<file path="config.mk">
export PLATFORM = sky130hd
export DESIGN_NAME = dmem_arbiter
export DESIGN_NICKNAME = d
export VERILOG_FILES = /design/src/rtl/dmem_arbiter_pkg.sv /design/src/rtl/dmem_arbiter.sv
export SDC_FILE = /design/constraint.sdc
export NUM_CORES = 1
export LEC_CHECK = 0
export CAP_MARGIN = 40
export CORE_AREA = 4 4 115 117
export CTS_CLUSTER_DIAMETER = 40
export CTS_CLUSTER_SIZE = 25
export DETAILED_ROUTE_END_ITERATION = 6
export DIE_AREA = 0 0 119 121
export PLACE_DENSITY = 0.77
export SLEW_MARGIN = 10
export SYNTH_ARGS = -nofsm -noshare
export SYNTH_HDL_FRONTEND = slang
export SYNTH_SLANG_ARGS = --single-unit
</file>
<file path="constraint.sdc">
create_clock -name clk -period 3.6 [get_ports clk]
set_input_delay 0.36 -clock clk [delete_from_list [all_inputs] [get_ports clk]]
set_output_delay 0.36 -clock clk [all_outputs]
set_load 0.005 [all_outputs]
</file>
<file path="src/rtl/dmem_arbiter_pkg.sv">
// Shared definitions for the data-memory arbiter: owner encodings, hold
// counter sizing and the burst-length range check.
package dmem_arbiter_pkg;

  typedef enum logic [1:0] {
    ST_IDLE = 2'd0,
    ST_OWN0 = 2'd1,
    ST_OWN1 = 2'd2
  } owner_e;

  localparam logic       MST_M0   = 1'b0;
  localparam logic       MST_M1   = 1'b1;
  localparam int         HOLD_W   = 8;
  localparam logic [7:0] HOLD_MAX = 8'd255;

  function automatic bit burst_ok(input int max_burst);
    return (max_burst >= 1) && (max_burst <= 255);
  endfunction

endpackage

</file>
<file path="src/rtl/dmem_arbiter.sv">
// Two-master arbiter for the single-port data memory / MMIO bus with bounded
// bursts, optional lock and registered read return.
module dmem_arbiter
  import dmem_arbiter_pkg::*;
#(
  parameter int AW        = 32,
  parameter int DW        = 32,
  parameter int MAX_BURST = 4,
  parameter int RR        = 0
) (
  input  logic          clk,
  input  logic          rst,
  input  logic          m0_req,
  input  logic          m0_we,
  input  logic [AW-1:0] m0_addr,
  input  logic [DW-1:0] m0_wdata,
  input  logic          m0_lock,
  output logic          m0_gnt,
  output logic          m0_rvalid,
  output logic [DW-1:0] m0_rdata,
  input  logic          m1_req,
  input  logic          m1_we,
  input  logic [AW-1:0] m1_addr,
  input  logic [DW-1:0] m1_wdata,
  input  logic          m1_lock,
  output logic          m1_gnt,
  output logic          m1_rvalid,
  output logic [DW-1:0] m1_rdata,
  output logic          MemRead,
  output logic          MemWrite,
  output logic [AW-1:0] mem_addr,
  output logic [DW-1:0] mem_wdata,
  input  logic [DW-1:0] mem_rdata
);

  if (!burst_ok(MAX_BURST)) begin : g_bad_max_burst
    $error("dmem_arbiter: MAX_BURST must be in 1..255");
  end

  owner_e            owner_reg, owner_next;
  logic [HOLD_W-1:0] hold_cnt_reg, hold_cnt_next, hold_inc;
  logic              last_reg, last_next;
  logic              burst_done;
  logic              rvalid0_reg, rvalid1_reg;
  logic [DW-1:0]     rdata0_reg, rdata1_reg;

  // Grants are masked by rst so nothing reaches the bus in a reset cycle.
  assign m0_gnt = ~rst & (owner_reg == ST_OWN0) & m0_req;
  assign m1_gnt = ~rst & (owner_reg == ST_OWN1) & m1_req;

  assign hold_inc   = (hold_cnt_reg == HOLD_MAX) ? HOLD_MAX : hold_cnt_reg + 8'd1;
  assign burst_done = ({1'b0, hold_cnt_reg} + 9'd1) >= 9'(MAX_BURST);

  always_comb begin
    owner_next    = owner_reg;
    hold_cnt_next = hold_cnt_reg;
    case (owner_reg)
      ST_IDLE: begin
        hold_cnt_next = '0;
        if (m0_req && m1_req)
          owner_next = ((RR == 0) || (last_reg == MST_M1)) ? ST_OWN0 : ST_OWN1;
        else if (m0_req)
          owner_next = ST_OWN0;
        else if (m1_req)
          owner_next = ST_OWN1;
        else
          owner_next = ST_IDLE;
      end
      ST_OWN0: begin
        if (m0_req) begin
          if (m1_req && !m0_lock && burst_done) begin
            owner_next    = ST_OWN1;
            hold_cnt_next = '0;
          end else begin
            hold_cnt_next = hold_inc;
          end
        end else begin
          owner_next    = m1_req ? ST_OWN1 : ST_IDLE;
          hold_cnt_next = '0;
        end
      end
      ST_OWN1: begin
        if (m1_req) begin
          if (m0_req && !m1_lock && burst_done) begin
            owner_next    = ST_OWN0;
            hold_cnt_next = '0;
          end else begin
            hold_cnt_next = hold_inc;
          end
        end else begin
          owner_next    = m0_req ? ST_OWN0 : ST_IDLE;
          hold_cnt_next = '0;
        end
      end
      default: begin
        owner_next    = ST_IDLE;
        hold_cnt_next = '0;
      end
    endcase
  end

  assign last_next = m1_gnt ? MST_M1 : (m0_gnt ? MST_M0 : last_reg);

  always_comb begin
    MemRead   = 1'b0;
    MemWrite  = 1'b0;
    mem_addr  = '0;
    mem_wdata = '0;
    if (m0_gnt) begin
      MemRead   = ~m0_we;
      MemWrite  = m0_we;
      mem_addr  = m0_addr;
      mem_wdata = m0_wdata;
    end else if (m1_gnt) begin
      MemRead   = ~m1_we;
      MemWrite  = m1_we;
      mem_addr  = m1_addr;
      mem_wdata = m1_wdata;
    end
  end

  always_ff @(posedge clk) begin
    if (rst) begin
      owner_reg    <= ST_IDLE;
      hold_cnt_reg <= '0;
      last_reg     <= MST_M1;
      rvalid0_reg  <= 1'b0;
      rvalid1_reg  <= 1'b0;
      rdata0_reg   <= '0;
      rdata1_reg   <= '0;
    end else begin
      owner_reg    <= owner_next;
      hold_cnt_reg <= hold_cnt_next;
      last_reg     <= last_next;
      rvalid0_reg  <= m0_gnt & ~m0_we;
      rvalid1_reg  <= m1_gnt & ~m1_we;
      if (m0_gnt && !m0_we) rdata0_reg <= mem_rdata;
      if (m1_gnt && !m1_we) rdata1_reg <= mem_rdata;
    end
  end

  // A read return already in flight when rst rises is cancelled here.
  assign m0_rvalid = rvalid0_reg & ~rst;
  assign m1_rvalid = rvalid1_reg & ~rst;
  assign m0_rdata  = rst ? '0 : rdata0_reg;
  assign m1_rdata  = rst ? '0 : rdata1_reg;

endmodule

</file>
* Word level (Yosys, flattened, before mapping)
Cells that the tools add are included.
Word-level totals: register bits 76, output and inout bits 134, word-level logic and storage cells 63
Operators by class: $add $sub $neg 2, $lt $le $gt $ge 1, equal/unequal tests 5, muxes and demuxes 25, bitwise gates (word level) 11, reductions and logical operators 13
Operator list (count):
- 32-bit two-way mux | 6
- 8-bit two-way mux | 5
- 8-bit one-hot mux with 2 select lines | 1
- 2-bit two-way mux | 7
- 8-bit by 1-bit adder with 9-bit output (second input constant) | 1
- 9-bit by 3-bit greater-or-equal comparator with 1-bit output (second input constant) | 1
- 8-bit by 1-bit adder with 8-bit output (second input constant) | 1
- 1-bit bitwise AND | 8
- 8-bit equality test (second input constant) | 1
- 1-bit logical AND | 7
- 3-bit by 2-bit inequality test with 1-bit output (second input constant) | 2
- 2-bit one-hot mux with 3 select lines | 1
- 1-bit two-way mux | 5
- 1-bit zero test | 4
- 1-bit inverter | 3
- 2-bit by 1-bit equality test with 1-bit output (second input constant) | 1
- 2-bit equality test (second input constant) | 1
- 2-bit zero test | 1
- 2-bit AND reduction | 1

* Depth between registers and ports, before layout
depth after elaboration 6, gate-level depth with buffers 8, depth with buffers taken out 7

* Worst setup path before layout
No wires, ideal clock.
kind register to output, start point register owner_reg[1], end point output port mem_addr[0], data arrival time 1.649 ns, slack 1.591 ns, cell stages (with the launch flop) 9, buffers on the path 2, cell sequence dfxtp_1 inv_1 ha_1 nand2_1 nor2_1 nor3_1 clkbuf_1 buf_2 a22o_1
Between the ends: word-level cells in the longest chain between the ends 5, elaborated cells between the ends (all ways) 8, classes of those cells 2 x eq/ne; 2 x mux; 4 x bitwise
RTL lines:
- start: declaration | line dmem_arbiter.sv:40 | owner_e owner_reg, owner_next;
- start signal: assignment | line dmem_arbiter.sv:132 | owner_reg <= owner_next;
- 2-bit equality test | line dmem_arbiter.sv:49 | assign m1_gnt = ~rst & (owner_reg == ST_OWN1) & m1_req;
- 1-bit bitwise AND (2 in a row) | line dmem_arbiter.sv:49
- 32-bit two-way mux | line dmem_arbiter.sv:114 | end else if (m1_gnt) begin
- 32-bit two-way mux * | line dmem_arbiter.sv:109 | if (m0_gnt) begin
- end: declaration | line dmem_arbiter.sv:31 | output logic [AW-1:0] mem_addr,
Every way passes the cells marked *; elsewhere a longest branch is shown, timed or not.

* Worst setup path after layout
start point register owner_reg[1], end point output port mem_addr[25]
Same word-level chain as after synthesis.

==> results.tsv <==
stage	metric	value	unit
run_status	status	completed	
placement	place_area	7064	µm²
placement	dp_hpwl	14400	µm
timing	fin_tns_setup	0	ns
drt	post-route-drc-count	0	
timing	period_share	0.8316	
layout	final_nets	834	
synth	synth_flop_cell	dfxtp_1	
synth	yosys.area.top_type	dfxtp_1	
layout	multiInputGateArea	2243	µm²
critical_path	regToRegSetupSlack	1.65	ns
synth	ys_warn_count	0	
grt	antenna_found_initial	1	
timing	worstMarginPinSlew	0.4806	ns
synth	synthArstFlopShare	0	
synth	syn-instance-count	374	
clock_tree	clk_latency	0.33	ns
drt	met1_length	6777	µm
synth	synth_seq_cells	76	
synth	synth_xor_area_frac	0.004484	
synth	synthDistinctLibCells	39	
layout	fin_area	7367	µm²
synth	synth_area	3906	µm²
drt	highest_layer	met5	
timing	period_needed	2.994	ns
synth	synth_edf_count	0	
synth	synth_simple_gate_area_frac	0.1640	
timing	worst_hold_slack	0.5150	ns
floorplanning	core-area	12360	µm²
clock_tree	post-cts-setup-buffers	0	
grt	overflow	0	
power	power.internal	1.912	mW
clock_tree	h-tree-depth	3	
synth	synth.avg_cell_area	10.44	µm²
critical_path	critical_path_class	reg -> out	
clock_tree	cts_hold_buf	0	
floorplanning	die_area	14400	µm²
power	leakage	2.828	nW
floorplanning	ioPinCount	302	
synth	muxShareOfSynthArea	0.1922	
clock_tree	cts_buffer_depth	2	
synth	syn_nets	548	
drt	routed_via_density	4.888	
drt	vias	4096	
timing	rsz0062_at_grt	false	
synth	yosys-top-cells-area	dfxtp_1, mux2_2, a22o_1, nor2b_1, ha_1	
power	seqPwrFrac	0.354	
critical_path	required	3.24	ns
timing	hold_viol_final	0	
drt	met2WireLength	8893	µm
timing	maxSlewViolCount	0	
floorplanning	dieHeight	121	µm
grt	grt_pass1_wl	25950	µm
timing	clock_skew	0.003291	ns
clock_tree	cts_tree	built	
power	clkPwrFrac	0.347	
floorplanning	num_rows	41	
drt	dr.first_iter.drc_count	218	
layout	area_growth	88.60	%
min_path	hold_path_depth	1	
synth	synth_compound_area_frac	0.1880	
floorplanning	die_w	119	µm
synth	synthAdderAreaFrac	0.01922	
grt	grt.total_usage	0.2378	
critical_path	worst_setup_path_start_kind	flop	
min_path	hold_path.class	reg -> reg	
drt	wl_per_cell	21.29	µm
placement	port_buffers	301	
drt	wl	17840	µm
clock_tree	cts-buffers-inserted	9	
power	netSwitchingFraction	0.2590	
clock_tree	path_clk_slew	0.06	ns
synth	synth_top_family_by_area	multiplexers	
power	p_per_area	350.3	nW/µm²
synth	synth.yosys.seq_area_share	0.3895	
layout	mostFrequentLayoutCells	clkdlybuf4s50_1, dfxtp_1, nor2b_1, a22o_1, mux2_2	
floorplanning	start_util	0.3160	
drt	met3WireLength	1727	µm
power	comb_power_share	0.299	
layout	nFillCells	1058	
timing	fmax	0.3340	GHz
critical_path	cp.arrival	2.63	ns
drt	antenna_left	0	
power	peakVddDrop	0.3359	mV
layout	regArea	1521	µm²
timing	setup_violations	0	
critical_path	critPathMaxFanout	65	
clock_tree	clockRootBuffer	clkbuf_16	
grt	grt_max_degree	66	
critical_path	crit_path_end_kind	primary output	
clock_tree	post_cts_resized	0	
layout	drive_gt1_frac	0.1444	
synth	synth_top_area_frac	0.3895	
placement	finalWeightedCongestion	0.8949	
drt	firstDrtPassIters	4	
clock_tree	cts.sinks	76	
layout	mostFrequentLayoutCell	clkdlybuf4s50_1	
run	timing.max_cap.violations	0	
grt	grt_pass1_vias	4194	
critical_path	reg2regPathDepth	6	
timing	relSlewSlack	0.6796	
power	p_sw	0.6685	mW
[kinds of logic after synthesis]
kind of cell,Yosys count
AND/OR/NAND/NOR,104
AO/OA/AOI/OAI,83
flip-flops,76
multiplexers,67
buffers and inverters,36
adder cells (fa/ha/maj),6
XOR/XNOR,2
[Yosys cell counts, types with 3 or more instances]
master     n
buf_1      5
nor2_1     5
and3_1     3
nor3_2     3
mux2i_1    3
a22o_1    65
nand2_1    7
buf_2     13
dfxtp_1   76
clkbuf_1  13
nand4_1    3
nor2b_1   71
inv_1      3
ha_1       6
a21oi_1    5
mux2_2    62
nand3_1    3
[critical path, cell delays in order (launching register included)]
cell and delay [ns]:
dfxtp_1 0.38, inv_1 0.08, ha_1 0.20, nand2_1 0.24, nor2_4 0.07, nor3_2 0.23
buf_12 0.31, a22o_1 0.23, clkdlybuf4s50_1 0.53
[metrics by stage]
stage / setup WS [ns] / util / cells / total power, mW
finish: 0.6061 / 0.5959 / 838 / 2.581
global route: 0.5060 / 0.5957 / 837 / 2.697
CTS: 0.6242 / 0.5957 / 837 / 2.609
detailed placement: 0.7593 / 0.5714 / 821 / 1.698
global placement: 0.7925 / 0.5714 / 821 / 1.682
floorplan: 1.591 / - / 374 / 1.224
[final timing paths]
path / start / endpoint
max: owner_reg[1]$_SDFFE_PP0P_ / mem_addr[25]
min: hold_cnt_reg[0]$_SDFF_PP0_ / hold_cnt_reg[0]$_SDFF_PP0_
max reg2reg: owner_reg[0]$_SDFFE_PP0P_ / rdata1_reg[14]$_SDFFE_PP0P_
min reg2reg: hold_cnt_reg[0]$_SDFF_PP0_ / hold_cnt_reg[0]$_SDFF_PP0_
[per-layer routing]
layer / up-vias / track usage
li1: 1932 / -
met1: 1944 / 0.2784
met2: 190 / 0.4090
met3: 28 / 0.08485
met4: 2 / 0.06951
met5: - / 0
[power by group through the flow]
stage / combinational [mW] / sequential, mW / clock, mW
3_3_place_gp: 0.753 / 0.929 / 0
2_1_floorplan: 0.298 / 0.926 / 0
4_1_cts: 0.773 / 0.914 / 0.922
3_5_place_dp: 0.767 / 0.932 / 0
5_1_grt: 0.817 / 0.919 / 0.962
6_report: 0.771 / 0.913 / 0.896
[final cells by class]
type                            instances  share of cell area
Clock buffer                            9             0.03057
Inverter                                3            0.001529
Timing Repair Buffer                  308              0.4171
Sequential cell                        76              0.2065
Tap cell                              172             0.02921
Antenna cell                            1           0.0003397
Multi-Input combinational cell        262              0.3045
Clock inverter                          7             0.01019
Power figures use the tool's default switching activity.
